`src/rtl/spi_slave_rx_param.sv`:
```
// Oversampling SPI slave receiver, all four CPOL/CPHA modes, back-to-back words, truncated-frame flag.
// Optional transmit path (holding + shift register on miso) is built when SPI_SLAVE_TX_EN is defined.
module spi_slave_rx_param #(
  parameter int DATA_W      = 12,
  parameter int CPOL        = 0,
  parameter int CPHA        = 0,
  parameter int MSB_FIRST   = 1,
  parameter int SYNC_STAGES = 2
) (
  input  logic              sync_clock,
  input  logic              rst,
  input  logic              sclk,
  input  logic              cs_n,
  input  logic              mosi,
  output logic              miso,
  output logic [DATA_W-1:0] dout,
  output logic              done,
  output logic              frame_err,
  output logic              busy,
  input  logic [DATA_W-1:0] tx_data,
  input  logic              tx_load,
  output logic              tx_ready
);

  localparam int CW = (DATA_W > 2) ? $clog2(DATA_W) : 1;
  localparam logic [CW-1:0] LAST = CW'(DATA_W - 1);
  localparam logic IDLE_CLK = (CPOL != 0);

  typedef enum logic {IDLE, SHIFT} state_t;

  state_t                   state;
  logic [SYNC_STAGES-1:0]   sclk_sync, cs_sync, mosi_sync;
  logic                     sclk_prev;
  logic                     sclk_s, cs_s, mosi_s;
  logic                     rise, fall, lead, trail, sample_edge;
  logic [CW-1:0]            bit_cnt, cnt_after;
  logic                     wrap;
  logic [DATA_W-1:0]        sr, sr_next;
  logic                     done_pend, err_pend;

  always_ff @(posedge sync_clock) begin
    if (rst) begin
      sclk_sync <= {SYNC_STAGES{IDLE_CLK}};
      cs_sync   <= '1;
      mosi_sync <= '0;
      sclk_prev <= IDLE_CLK;
    end else begin
      sclk_sync <= {sclk_sync[SYNC_STAGES-2:0], sclk};
      cs_sync   <= {cs_sync[SYNC_STAGES-2:0], cs_n};
      mosi_sync <= {mosi_sync[SYNC_STAGES-2:0], mosi};
      sclk_prev <= sclk_s;
    end
  end

  assign sclk_s = sclk_sync[SYNC_STAGES-1];
  assign cs_s   = cs_sync[SYNC_STAGES-1];
  assign mosi_s = mosi_sync[SYNC_STAGES-1];

  assign rise        = sclk_s & ~sclk_prev;
  assign fall        = ~sclk_s & sclk_prev;
  assign lead        = IDLE_CLK ? fall : rise;
  assign trail       = IDLE_CLK ? rise : fall;
  assign sample_edge = (CPHA == 0) ? lead : trail;

  // Bit count as it will stand after this cycle's sample edge, so a coincident cs_n rise sees the wrap.
  always_comb begin
    cnt_after = bit_cnt;
    wrap      = 1'b0;
    if (sample_edge) begin
      if (bit_cnt == LAST) begin
        cnt_after = '0;
        wrap      = 1'b1;
      end else begin
        cnt_after = bit_cnt + 1'b1;
      end
    end
  end

  always_comb begin
    if (MSB_FIRST != 0) sr_next = {sr[DATA_W-2:0], mosi_s};
    else                sr_next = {mosi_s, sr[DATA_W-1:1]};
  end

  always_ff @(posedge sync_clock) begin
    if (rst) begin
      state     <= IDLE;
      bit_cnt   <= '0;
      sr        <= '0;
      dout      <= '0;
      done_pend <= 1'b0;
      err_pend  <= 1'b0;
      done      <= 1'b0;
      frame_err <= 1'b0;
      busy      <= 1'b0;
    end else begin
      done      <= done_pend;
      frame_err <= err_pend;
      done_pend <= 1'b0;
      err_pend  <= 1'b0;
      case (state)
        IDLE: begin
          busy <= 1'b0;
          if (!cs_s) begin
            state   <= SHIFT;
            busy    <= 1'b1;
            bit_cnt <= '0;
            sr      <= '0;
          end
        end
        SHIFT: begin
          if (sample_edge) begin
            sr      <= sr_next;
            bit_cnt <= cnt_after;
            if (wrap) begin
              dout      <= sr_next;
              done_pend <= 1'b1;
            end
          end
          if (cs_s) begin
            state <= IDLE;
            busy  <= 1'b0;
            if (cnt_after != '0) err_pend <= 1'b1;
          end
        end
        default: state <= IDLE;
      endcase
    end
  end

`ifdef SPI_SLAVE_TX_EN
  logic [DATA_W-1:0] tx_hold, tx_sr, load_word;
  logic              tx_skip, miso_q, word_start, shift_edge;

  function automatic logic head(input logic [DATA_W-1:0] v);
    return (MSB_FIRST != 0) ? v[DATA_W-1] : v[0];
  endfunction

  function automatic logic [DATA_W-1:0] adv(input logic [DATA_W-1:0] v);
    return (MSB_FIRST != 0) ? {v[DATA_W-2:0], 1'b0} : {1'b0, v[DATA_W-1:1]};
  endfunction

  assign shift_edge = (CPHA == 0) ? trail : lead;
  assign word_start = !cs_s && ((state == IDLE) || (state == SHIFT && wrap));
  assign load_word  = tx_ready ? '0 : tx_hold;

  // With CPHA=0 a wrap happens on the leading edge; the following trailing edge must not
  // advance past the first bit of the new word, hence tx_skip.
  always_ff @(posedge sync_clock) begin
    if (rst) begin
      tx_hold  <= '0;
      tx_sr    <= '0;
      tx_ready <= 1'b1;
      tx_skip  <= 1'b0;
      miso_q   <= 1'b0;
    end else begin
      if (word_start) begin
        tx_ready <= 1'b1;
        if (CPHA == 0) begin
          miso_q  <= head(load_word);
          tx_sr   <= adv(load_word);
          tx_skip <= (state == SHIFT);
        end else begin
          tx_sr   <= load_word;
          tx_skip <= 1'b0;
        end
      end else if (state == SHIFT && shift_edge) begin
        if (tx_skip) begin
          tx_skip <= 1'b0;
        end else begin
          miso_q <= head(tx_sr);
          tx_sr  <= adv(tx_sr);
        end
      end
      if (tx_load && tx_ready) begin
        tx_hold  <= tx_data;
        tx_ready <= 1'b0;
      end
      if (cs_s) miso_q <= 1'b0;
    end
  end

  assign miso = miso_q;
`else
  logic unused_tx;
  assign unused_tx = ^{tx_data, tx_load};
  assign miso      = 1'b0;
  assign tx_ready  = 1'b0;
`endif

endmodule
```
`config.mk`:
```
export PLATFORM = sky130hd
export DESIGN_NAME = spi_slave_rx_param
export DESIGN_NICKNAME = d
export VERILOG_FILES = /design/src/rtl/spi_slave_rx_param.sv
export SDC_FILE = /design/constraint.sdc
export NUM_CORES = 1
export LEC_CHECK = 0
export CAP_MARGIN = 10
export CORE_MARGIN = 2
export CORE_UTILIZATION = 40
export DETAILED_ROUTE_END_ITERATION = 10
export PLACE_DENSITY = 0.74
export SLEW_MARGIN = 5
export SYNTH_ARGS = -nofsm -noshare
export SYNTH_HDL_FRONTEND = slang
export SYNTH_SLANG_ARGS = --single-unit
```
`constraint.sdc`:
```
create_clock -name sync_clock -period 1.6 [get_ports sync_clock]
set_input_delay 0.32 -clock sync_clock [delete_from_list [all_inputs] [get_ports sync_clock]]
set_output_delay 0.32 -clock sync_clock [all_outputs]
set_load 0.03 [all_outputs]
```
---- Word-level counts from Yosys, hierarchy flattened ----
Index checks and enable logic that the tools add are counted.
storage, ports and cells
  register bits after elaboration ......... 40
  word-level logic and storage cells ...... 43
  input port bits ......................... 18
operators by class
  bitwise operators ....................... 5
  equality and inequality tests ........... 4
  reduce and logical (&&, ||, !) cells .... 5
  multiplexer cells ....................... 15
  add/subtract/negate cells ............... 1
operators with widths
  cell                 number
  $mux 11              2
  $pmux 11 s2          1
  $mux 4               4
  $pmux 4 s2           1
  $mux 1               6
  $reduce_or 3->1      2
  $add 4x1->4 const B  1
  $eq 4x4->1 const B   1
  $ne 2x1->1 const B   2
  $not 1->1            4
  $reduce_bool 4->1    1
  $reduce_and 3->1     1
  $ne 2x2->1 const B   1
  $pmux 1 s2           1
  $reduce_and 2->1     1
  $and 1x1->1          1

---- Logic depth before layout (Yosys ltp) ----
Gate-level depths: netlist of the first run.
  word-level depth ........................ 5
  depth in mapped cells ................... 6
  depth with buffers taken out ............ 5

---- Worst setup path after synthesis of the first run ----
OpenSTA, ideal clock, no wires.
  kind .................................... register -> register
  from .................................... register bit_cnt[0]
  to ...................................... register dout[0]
  required time ........................... 1.472 ns
  setup slack ............................. -0.022 ns
  cell stages (with the launch flop) ...... 7
  period minus slack after synthesis ...... 1.622 ns
  arrival ................................. 1.494 ns
  setup time .............................. 0.128 ns
  path buffers ............................ 1
  cell sequence ........................... dfxtp_1 > ha_1 > inv_1 > nor4_4 > buf_6 > mux2i_1 > nor2_1
on the way
  longest elaborated chain between the ends .. 4
ends and longest elaborated chain
  item                        RTL line  source
  from (decl)                 36        logic [CW-1:0] bit_cnt, cnt_after;
  from (signal assigned)      113       bit_cnt <= cnt_after;
  $eq 4x4->1                  70        if (bit_cnt == LAST) begin
  $mux 1                      70
  $mux 1                      69        if (sample_edge) begin
  $reduce_and 3->1 (no line)  n/a
  to (signal assigned)        115       dout <= sr_next;
  to (decl)                   16        output logic [DATA_W-1:0] dout,
Every way passes these cells.
A chain may end at the register's enable or synchronous reset.

---- Worst setup path after layout of the first run ----
  from .................................... register done
  to ...................................... output done
RTL lines
  item                    RTL line  source
  from (decl)             17        output logic done,
  from (signal assigned)  96        done <= done_pend;
No word-level cell between the ends.

==> flow_metrics.py, run 1 <==
metrics = {
    "logic_synthesis": {
        "yosys_register_bits": 40,
        "ys_seq_area_share_pct": 53.7,
        "netlist_top_cells_area": "dfxtp_1 (54%), mux2i_1 (8.1%), a21oi_1 (5.0%)",
        "synth_top_cell_by_area": "dfxtp_1",
        "number_of_unique_standard_cell_types_used_by_synthesis": 30,
        "yosysTopAreaCellShare_pct": 53.7,
        "synthesis.area_sq_um": 1490,
        "post_synth_inst_count": 159,
        "syn_area_per_cell_sq_um": 9.38,
        "count_of_warnings_emitted_by_yosys": 0,
    },
    "finish": {
        "fillerInstances": 355,
        "synthToLayoutAreaGrowth_pct": 22.6,
        "final_common_cell": "dfxtp_1",
        "final_area_sq_um": 1830,
        "multi_input_area_sq_um": 616,
        "sequential_cell_area_sq_um": 803,
        "drive_gt1_share_pct": 13.3,
        "antenna_cells": 0,
        "final_cell_mix": "dfxtp_1 (38), nor2_1 (15), nand3_1 (15), a21oi_1 (15), nand2_1 (14)",
        "finalNetCount": 199,
    },
    "power_and_ir_drop": {
        "total_leakage_power_nw": 0.697,
        "largest_vdd_supply_drop_mv": 0.666,
        "power.total_mw": 1.74,
        "power-per-cell-area_nw_per_um2": 954,
    },
    "clock_network": {
        "clk-insertion-delay-late_ns": 0.29,
        "cts_buffers": 5,
        "clkTransAtPathRegs_ns": 0.07,
        "ctsHtreeMaxLevel": 2,
        "max-clock-path-buffers": 2,
        "cts_tree": "done",
        "postCtsSetupBuffers": 0,
        "clockRootBuffer": "clkbuf_8",
        "cts_hold_repair.buffers": 0,
        "clkSinkCount": 40,
    },
    "worst_setup_path": {
        "worstRegToRegCells": 6,
        "timing.critical_path.to": "done",
        "critical_path.startpoint_type": "register",
        "cp_cell_sequence": "clkdlybuf4s50_1",
        "startpoint_of_the_worst_setup_timing_path": "done$_SDFF_PP0_",
        "critical-path-max-stage-delay_ns": 0.65,
        "rr_startpoint": "bit_cnt[1]$_SDFFE_PP0P_",
        "arrival_time_at_the_worst_endpoint_ns": 1.25,
        "critical_path.max_fanout": 1,
        "path_class": "reg2out",
        "critical_path_top_delay_cell": "clkdlybuf4s50_1",
        "critical_path.top_delay_family": "buffers and inverters",
        "reg2reg_setup_slack_ns": 0.09,
        "worstReg2RegEnd": "dout[9]$_SDFFE_PP0P_",
        "required_ns": 1.28,
        "path_depth": 1,
        "endpoint_kind": "output port",
        "cp.buffers_inverters": 1,
    },
    "placed_design": {
        "port-buffer-count": 19,
        "detailedPlacementHpwl_um": 1880,
        "place_area_sq_um": 1750,
        "finalWeightedCongestion": 0.767,
        "detailedPlace.worstSlack_ns": -0.0109,
    },
    "floorplanning": {
        "initial_core_util_pct": 41.0,
        "die_height_um": 65.1,
        "io_pins": 35,
        "floorplan.core_area_sq_um": 3630,
        "dieArea_sq_um": 4230,
        "rows": 22,
        "die_w_um": 65.1,
    },
    "grt": {
        "grt_max_degree": 21,
        "most_heavily_used_metal_layer_in_global_routing": "met2",
        "grt_overflow": 0,
        "antenna_found_initial": 0,
        "grt_pass1_vias": 1112,
        "grt_first_pass_wirelength_um": 4770,
        "met3_usage_pct": 6.08,
        "global_route.usage.met1_pct": 16.8,
        "grt_usage_pct": 14.8,
        "met2_track_demand_over_resource_in_global_routing_pct": 24.2,
    },
    "sta": {
        "timing_hold_violations_final": 0,
        "setup_viol": 0,
        "worst_clock_skew_ns": 0.00439,
        "totalNegativeSetupSlack_ns": 0,
        "drv_slew": 0,
        "setup_repair_after_global_routing_missed_its_margin": "no",
        "final.period_utilization_pct": 98.2,
        "fmax_ghz": 0.637,
        "fin_crit_ns": 1.57,
        "postLayoutSetupSlackWorst_ns": 0.0290,
        "worst_hold_margin_ns": 0.428,
    },
    "run": {
        "drv_cap": 0,
    },
    "routing": {
        "detailroute.via_count": 1154,
        "detail_route.wl_per_cell_um": 12.3,
        "drt_drc_violations_left": 0,
        "drtPass1Iterations": 4,
        "postRouteAntennaNets": 0,
        "detail_route.wirelength_um": 2830,
        "post_drt_via_cell_ratio": 5.04,
        "detail_route.iter0.violations": 44,
    },
    "outcome": {
        "run_status": "finished, final reports clean",
    },
    "min_path": {
        "class_of_the_tightest_hold_or_removal_check": "reg2reg",
    },
}
-- state kept, by name (all words and copies together) (netlist names) --
signal,count
done_pend,1
bit_cnt,4
busy,1
sclk_prev,1
state,1
err_pend,1
cs_sync,2
mosi_sync,2
sr,11
frame_err,1
done,1
sclk_sync,2
dout,12
-- logic make-up (layout without fill, tap and decap cells) --
group / after synthesis / after routing / synth area share, %
flops: 40 / 40 / 53.7
buf+inv: 17 / 38 / 5.45
compound gates: 26 / 26 / 10.1
fa+ha+maj: 1 / 1 / 0.839
simple gates: 61 / 61 / 21.1
xor+xnor: 1 / 1 / 0.587
other cells: 1 / 2 / 0.251
mux: 12 / 12 / 8.05
-- cells in the mapped netlist --
cell type,n
a21boi_0,1
and3b_1,1
xnor2_1,1
nand3b_2,1
nor2_1,15
buf_6,1
nor4_4,1
conb_1,1
a22oi_1,1
o21ai_0,3
a21oi_1,15
nand3b_1,1
or2_2,3
inv_1,3
buf_4,2
a31oi_1,2
ha_1,1
dfxtp_1,40
a311oi_1,1
o221ai_1,1
buf_2,2
nor2b_1,9
nand2_1,14
nand4_1,1
nand3_1,15
clkbuf_1,8
inv_2,1
o211ai_1,1
a211oi_1,1
mux2i_1,12
-- area by class of cell --
cell class	instances	area share, %
well taps	48	3.29
inverters	4	0.821
repair buffers	26	13.2
flip-flops and latches	40	43.9
clock buffers	6	4.52
multi-input cells	103	33.7
clock inverters	2	0.548
-- where the power goes --
part	internal [mW]	switching, mW	total (mW)
Sequential	1.00	0.00511	1.01
Clock	0.344	0.337	0.681
Combinational	0.0209	0.0324	0.0532
Total	1.37	0.375	1.74
-- worst register-to-register path: stages (launching register included) --
cell and delay, ns:
dfxtp_2 0.38, ha_2 0.24, inv_1 0.11, nor4_4 0.24
buf_12 0.19, mux2i_1 0.19, nor2_1 0.05
-- metrics by stage --
stage	util, %	instances
2_1_floorplan	-	160
3_3_place_gp	48.1	221
3_5_place_dp	48.1	221
4_1_cts	50.2	229
5_1_grt	50.3	229
6_report	50.3	229
-- worst min path at each step --
stage                                        from                       to  slack (ns)  depth (start not counted)
after floorplan             cs_sync[0]$_SDFF_PP1_    cs_sync[1]$_SDFF_PP1_        0.39                          1
after global placement      cs_sync[0]$_SDFF_PP1_    cs_sync[1]$_SDFF_PP1_        0.40                          1
after detailed placement    cs_sync[0]$_SDFF_PP1_    cs_sync[1]$_SDFF_PP1_        0.40                          1
after CTS                   cs_sync[0]$_SDFF_PP1_    cs_sync[1]$_SDFF_PP1_        0.42                          1
after global routing      sclk_sync[0]$_SDFF_PP0_  sclk_sync[1]$_SDFF_PP0_        0.46                          1
final                       cs_sync[0]$_SDFF_PP1_    cs_sync[1]$_SDFF_PP1_        0.43                          1
-- layer usage --
metal / wire (um) / part of all wire [%]
met5: 0 / 0
met2: 1330 / 47
met1: 1280 / 45
met3: 156 / 5.5
met4: 53 / 1.9
-- repair_timing --
| item | in CTS | in global routing |
|---|---|---|
| resized for setup | 13 | 1 |
| endpoints found under the setup margin | 22 | 1 |
| pin swaps | 1 | 0 |
Note: power is estimated with default switching activity, not from simulation.
==> run 2, diff against run 1 <==
--- a/config.mk
+++ b/config.mk
@@ -6,6 +6,7 @@
 export NUM_CORES = 1
 export LEC_CHECK = 0
 export CAP_MARGIN = 10
+export CORE_ASPECT_RATIO = 0.6
 export CORE_MARGIN = 2
 export CORE_UTILIZATION = 40
 export DETAILED_ROUTE_END_ITERATION = 10
==> run 2 against run 1 <==
Effect of this change: wire length fell by 3.8%; via count fell by 2.0%; fmax rose by 6.2%; power rose by 0.37%; critical endpoint is now dout[4]$_SDFFE_PP0P_; largest cell class unchanged.
==> flow_metrics.py, run 2 (same netlist as run 1, synthesis figures left out) <==
metrics = {
    "sta": {
        "final.period_utilization_pct": 92.4,
        "worst_clock_skew_ns": 0.00700,
        "fmax_ghz": 0.676,
        "postLayoutSetupSlackWorst_ns": 0.121,
        "fin_crit_ns": 1.48,
        "drv_slew": 0,
        "setup_repair_after_global_routing_missed_its_margin": "no",
        "setup_viol": 0,
        "timing_hold_violations_final": 0,
    },
    "grt": {
        "met3_usage_pct": 5.49,
        "grt_first_pass_wirelength_um": 4600,
        "grt_usage_pct": 14.1,
        "grt_max_degree": 37,
        "grt_pass1_vias": 1029,
        "grt_overflow": 0,
        "antenna_found_initial": 0,
        "most_heavily_used_metal_layer_in_global_routing": "met2",
        "global_route.usage.met1_pct": 17.3,
        "met2_track_demand_over_resource_in_global_routing_pct": 21.9,
    },
    "routing": {
        "detail_route.iter0.violations": 45,
        "drtPass1Iterations": 4,
        "detailroute.via_count": 1131,
        "postRouteAntennaNets": 0,
        "drt_drc_violations_left": 0,
        "post_drt_via_cell_ratio": 4.98,
        "detail_route.wl_per_cell_um": 12.0,
        "detail_route.wirelength_um": 2720,
    },
    "power_and_ir_drop": {
        "total_leakage_power_nw": 0.714,
        "netSwitchingFraction_pct": 21.7,
        "power-per-cell-area_nw_per_um2": 957,
        "power_report.internal_total_mw": 1.37,
        "power.total_mw": 1.75,
        "power_frac_comb_pct": 3.2,
        "power.share.sequential_pct": 57.7,
        "largest_vdd_supply_drop_mv": 0.446,
        "power.net_switching_uw": 380,
        "portion_of_total_power_attributed_to_the_clock_network_pct": 39.2,
    },
    "floorplanning": {
        "die_height_um": 51.3,
        "dieArea_sq_um": 4250,
        "initial_core_util_pct": 41.2,
        "die_w_um": 82.8,
        "floorplan.core_area_sq_um": 3620,
        "rows": 17,
        "io_pins": 35,
    },
    "finish": {
        "synthToLayoutAreaGrowth_pct": 22.7,
        "largest_register_ff_count": 12,
        "finalNetCount": 198,
        "final_common_cell": "dfxtp_1",
        "multi_input_area_sq_um": 616,
        "antenna_cells": 0,
        "final_area_sq_um": 1830,
        "regMostFlops": "dout",
        "sequential_cell_area_sq_um": 803,
        "reg_top3": "dout: 12 flops, sr: 11 flops, bit_cnt: 4 flops",
        "drive_gt1_share_pct": 12.8,
        "final_cell_mix": "dfxtp_1 (38), nor2_1 (15), nand3_1 (15), a21oi_1 (15), nand2_1 (14)",
        "fin_cells": 227,
        "fillerInstances": 359,
    },
    "worst_setup_path": {
        "critical_path.max_fanout": 8,
        "cp.buffers_inverters": 1,
        "critical_path.top_delay_family": "simple AND/OR/NAND/NOR gates",
        "critical-path-max-stage-delay_ns": 0.34,
        "critical_path.startpoint_type": "register",
        "required_ns": 1.79,
        "arrival_time_at_the_worst_endpoint_ns": 1.66,
        "cp_cell_sequence": "nand3b_2 -> nor4_4 -> buf_6 -> mux2i_1 -> nor2_1",
        "path_class": "reg2reg",
        "endpoint_kind": "register",
        "critical_path_top_delay_cell": "dfxtp_1",
    },
    "clock_network": {
        "clockRootBuffer": "clkbuf_8",
        "cts_tree": "done",
        "clkSinkCount": 40,
        "postCtsSetupBuffers": 0,
        "cts_buffers": 5,
        "ctsHtreeMaxLevel": 2,
        "clk-insertion-delay-late_ns": 0.29,
        "max-clock-path-buffers": 2,
        "cts_hold_repair.buffers": 0,
        "clkTransAtPathRegs_ns": 0.08,
    },
    "placed_design": {
        "place_area_sq_um": 1740,
        "detailedPlacementHpwl_um": 1830,
        "detailedPlace.worstSlack_ns": -0.00644,
        "number_of_placed_instances_taps_included": 219,
        "finalWeightedCongestion": 0.850,
        "port-buffer-count": 19,
    },
    "run": {
        "drv_cap": 0,
    },
    "outcome": {
        "run_status": "finished, final reports clean",
    },
    "min_path": {
        "class_of_the_tightest_hold_or_removal_check": "reg2reg",
    },
}
[run 2: cell count changes in the layout (fill, tap and decap cells not counted)]
cell / previous run / this run
buf_6: 0 / 2
dlymetal6s2s_1: 1 / 2
buf_4: 6 / 3
clkdlybuf4s50_1: 5 / 4
[run 2: final timing paths]
kind                         startpoint                     to  slack, ns  depth (start not counted)
hold / removal    cs_sync[0]$_SDFF_PP1_  cs_sync[1]$_SDFF_PP1_       0.42                          1
setup reg to reg   sclk_prev$_SDFF_PP0_   dout[4]$_SDFFE_PP0P_       0.12                          5
setup / recovery   sclk_prev$_SDFF_PP0_   dout[4]$_SDFFE_PP0P_       0.12                          5
hold reg to reg   cs_sync[0]$_SDFF_PP1_  cs_sync[1]$_SDFF_PP1_       0.42                          1
[run 2: worst reg2reg max path, cell delays in order (launching register included)]
cell and delay [ns]:
dfxtp_1 0.34, nand3b_2 0.25, nor4_4 0.33, buf_6 0.20, mux2i_1 0.20, nor2_1 0.06
[run 2: layout make-up]
class / instances / area share, %
Sequential cell: 40 / 43.9
Multi-Input combinational cell: 103 / 33.7
Timing Repair Buffer: 25 / 13.3
Clock inverter: 2 / 0.547
Inverter: 4 / 0.821
Clock buffer: 6 / 4.51
Tap cell: 47 / 3.21
[run 2: through the flow]
| step | utilization, % | TNS, ns | hold slack, ns |
|---|---|---|---|
| after floorplan | - | 0 | 0.389 |
| after detailed placement | 48.1 | -0.00830 | 0.399 |
| final | 50.6 | 0 | 0.416 |
| after global routing | 50.6 | 0 | 0.428 |
| after CTS | 50.3 | 0 | 0.419 |
| after global placement | 48.1 | 0 | 0.396 |
[run 2: power by group through the flow]
stage          logic (mW)  registers [mW]  clock network [mW]
2_1_floorplan      0.0375            1.03                   0
5_1_grt            0.0615            1.01               0.760
3_3_place_gp       0.0556            1.03                   0
4_1_cts            0.0562            1.01               0.703
3_5_place_dp       0.0568            1.03                   0
6_report           0.0558            1.01               0.685
[run 2: routing by layer]
layer | part of all wire, % | up-vias
met4 | 0.99 | 0
met1 | 47 | 519
met5 | 0 | -
met3 | 7.5 | 3
li1 | - | 572
met2 | 44 | 37
[run 2: timing repair]
item / 4_1_cts / 5_1_grt
setup endpoints to repair: 15 / 14
gates resized for setup: 14 / 3
pin swaps: 0 / 1
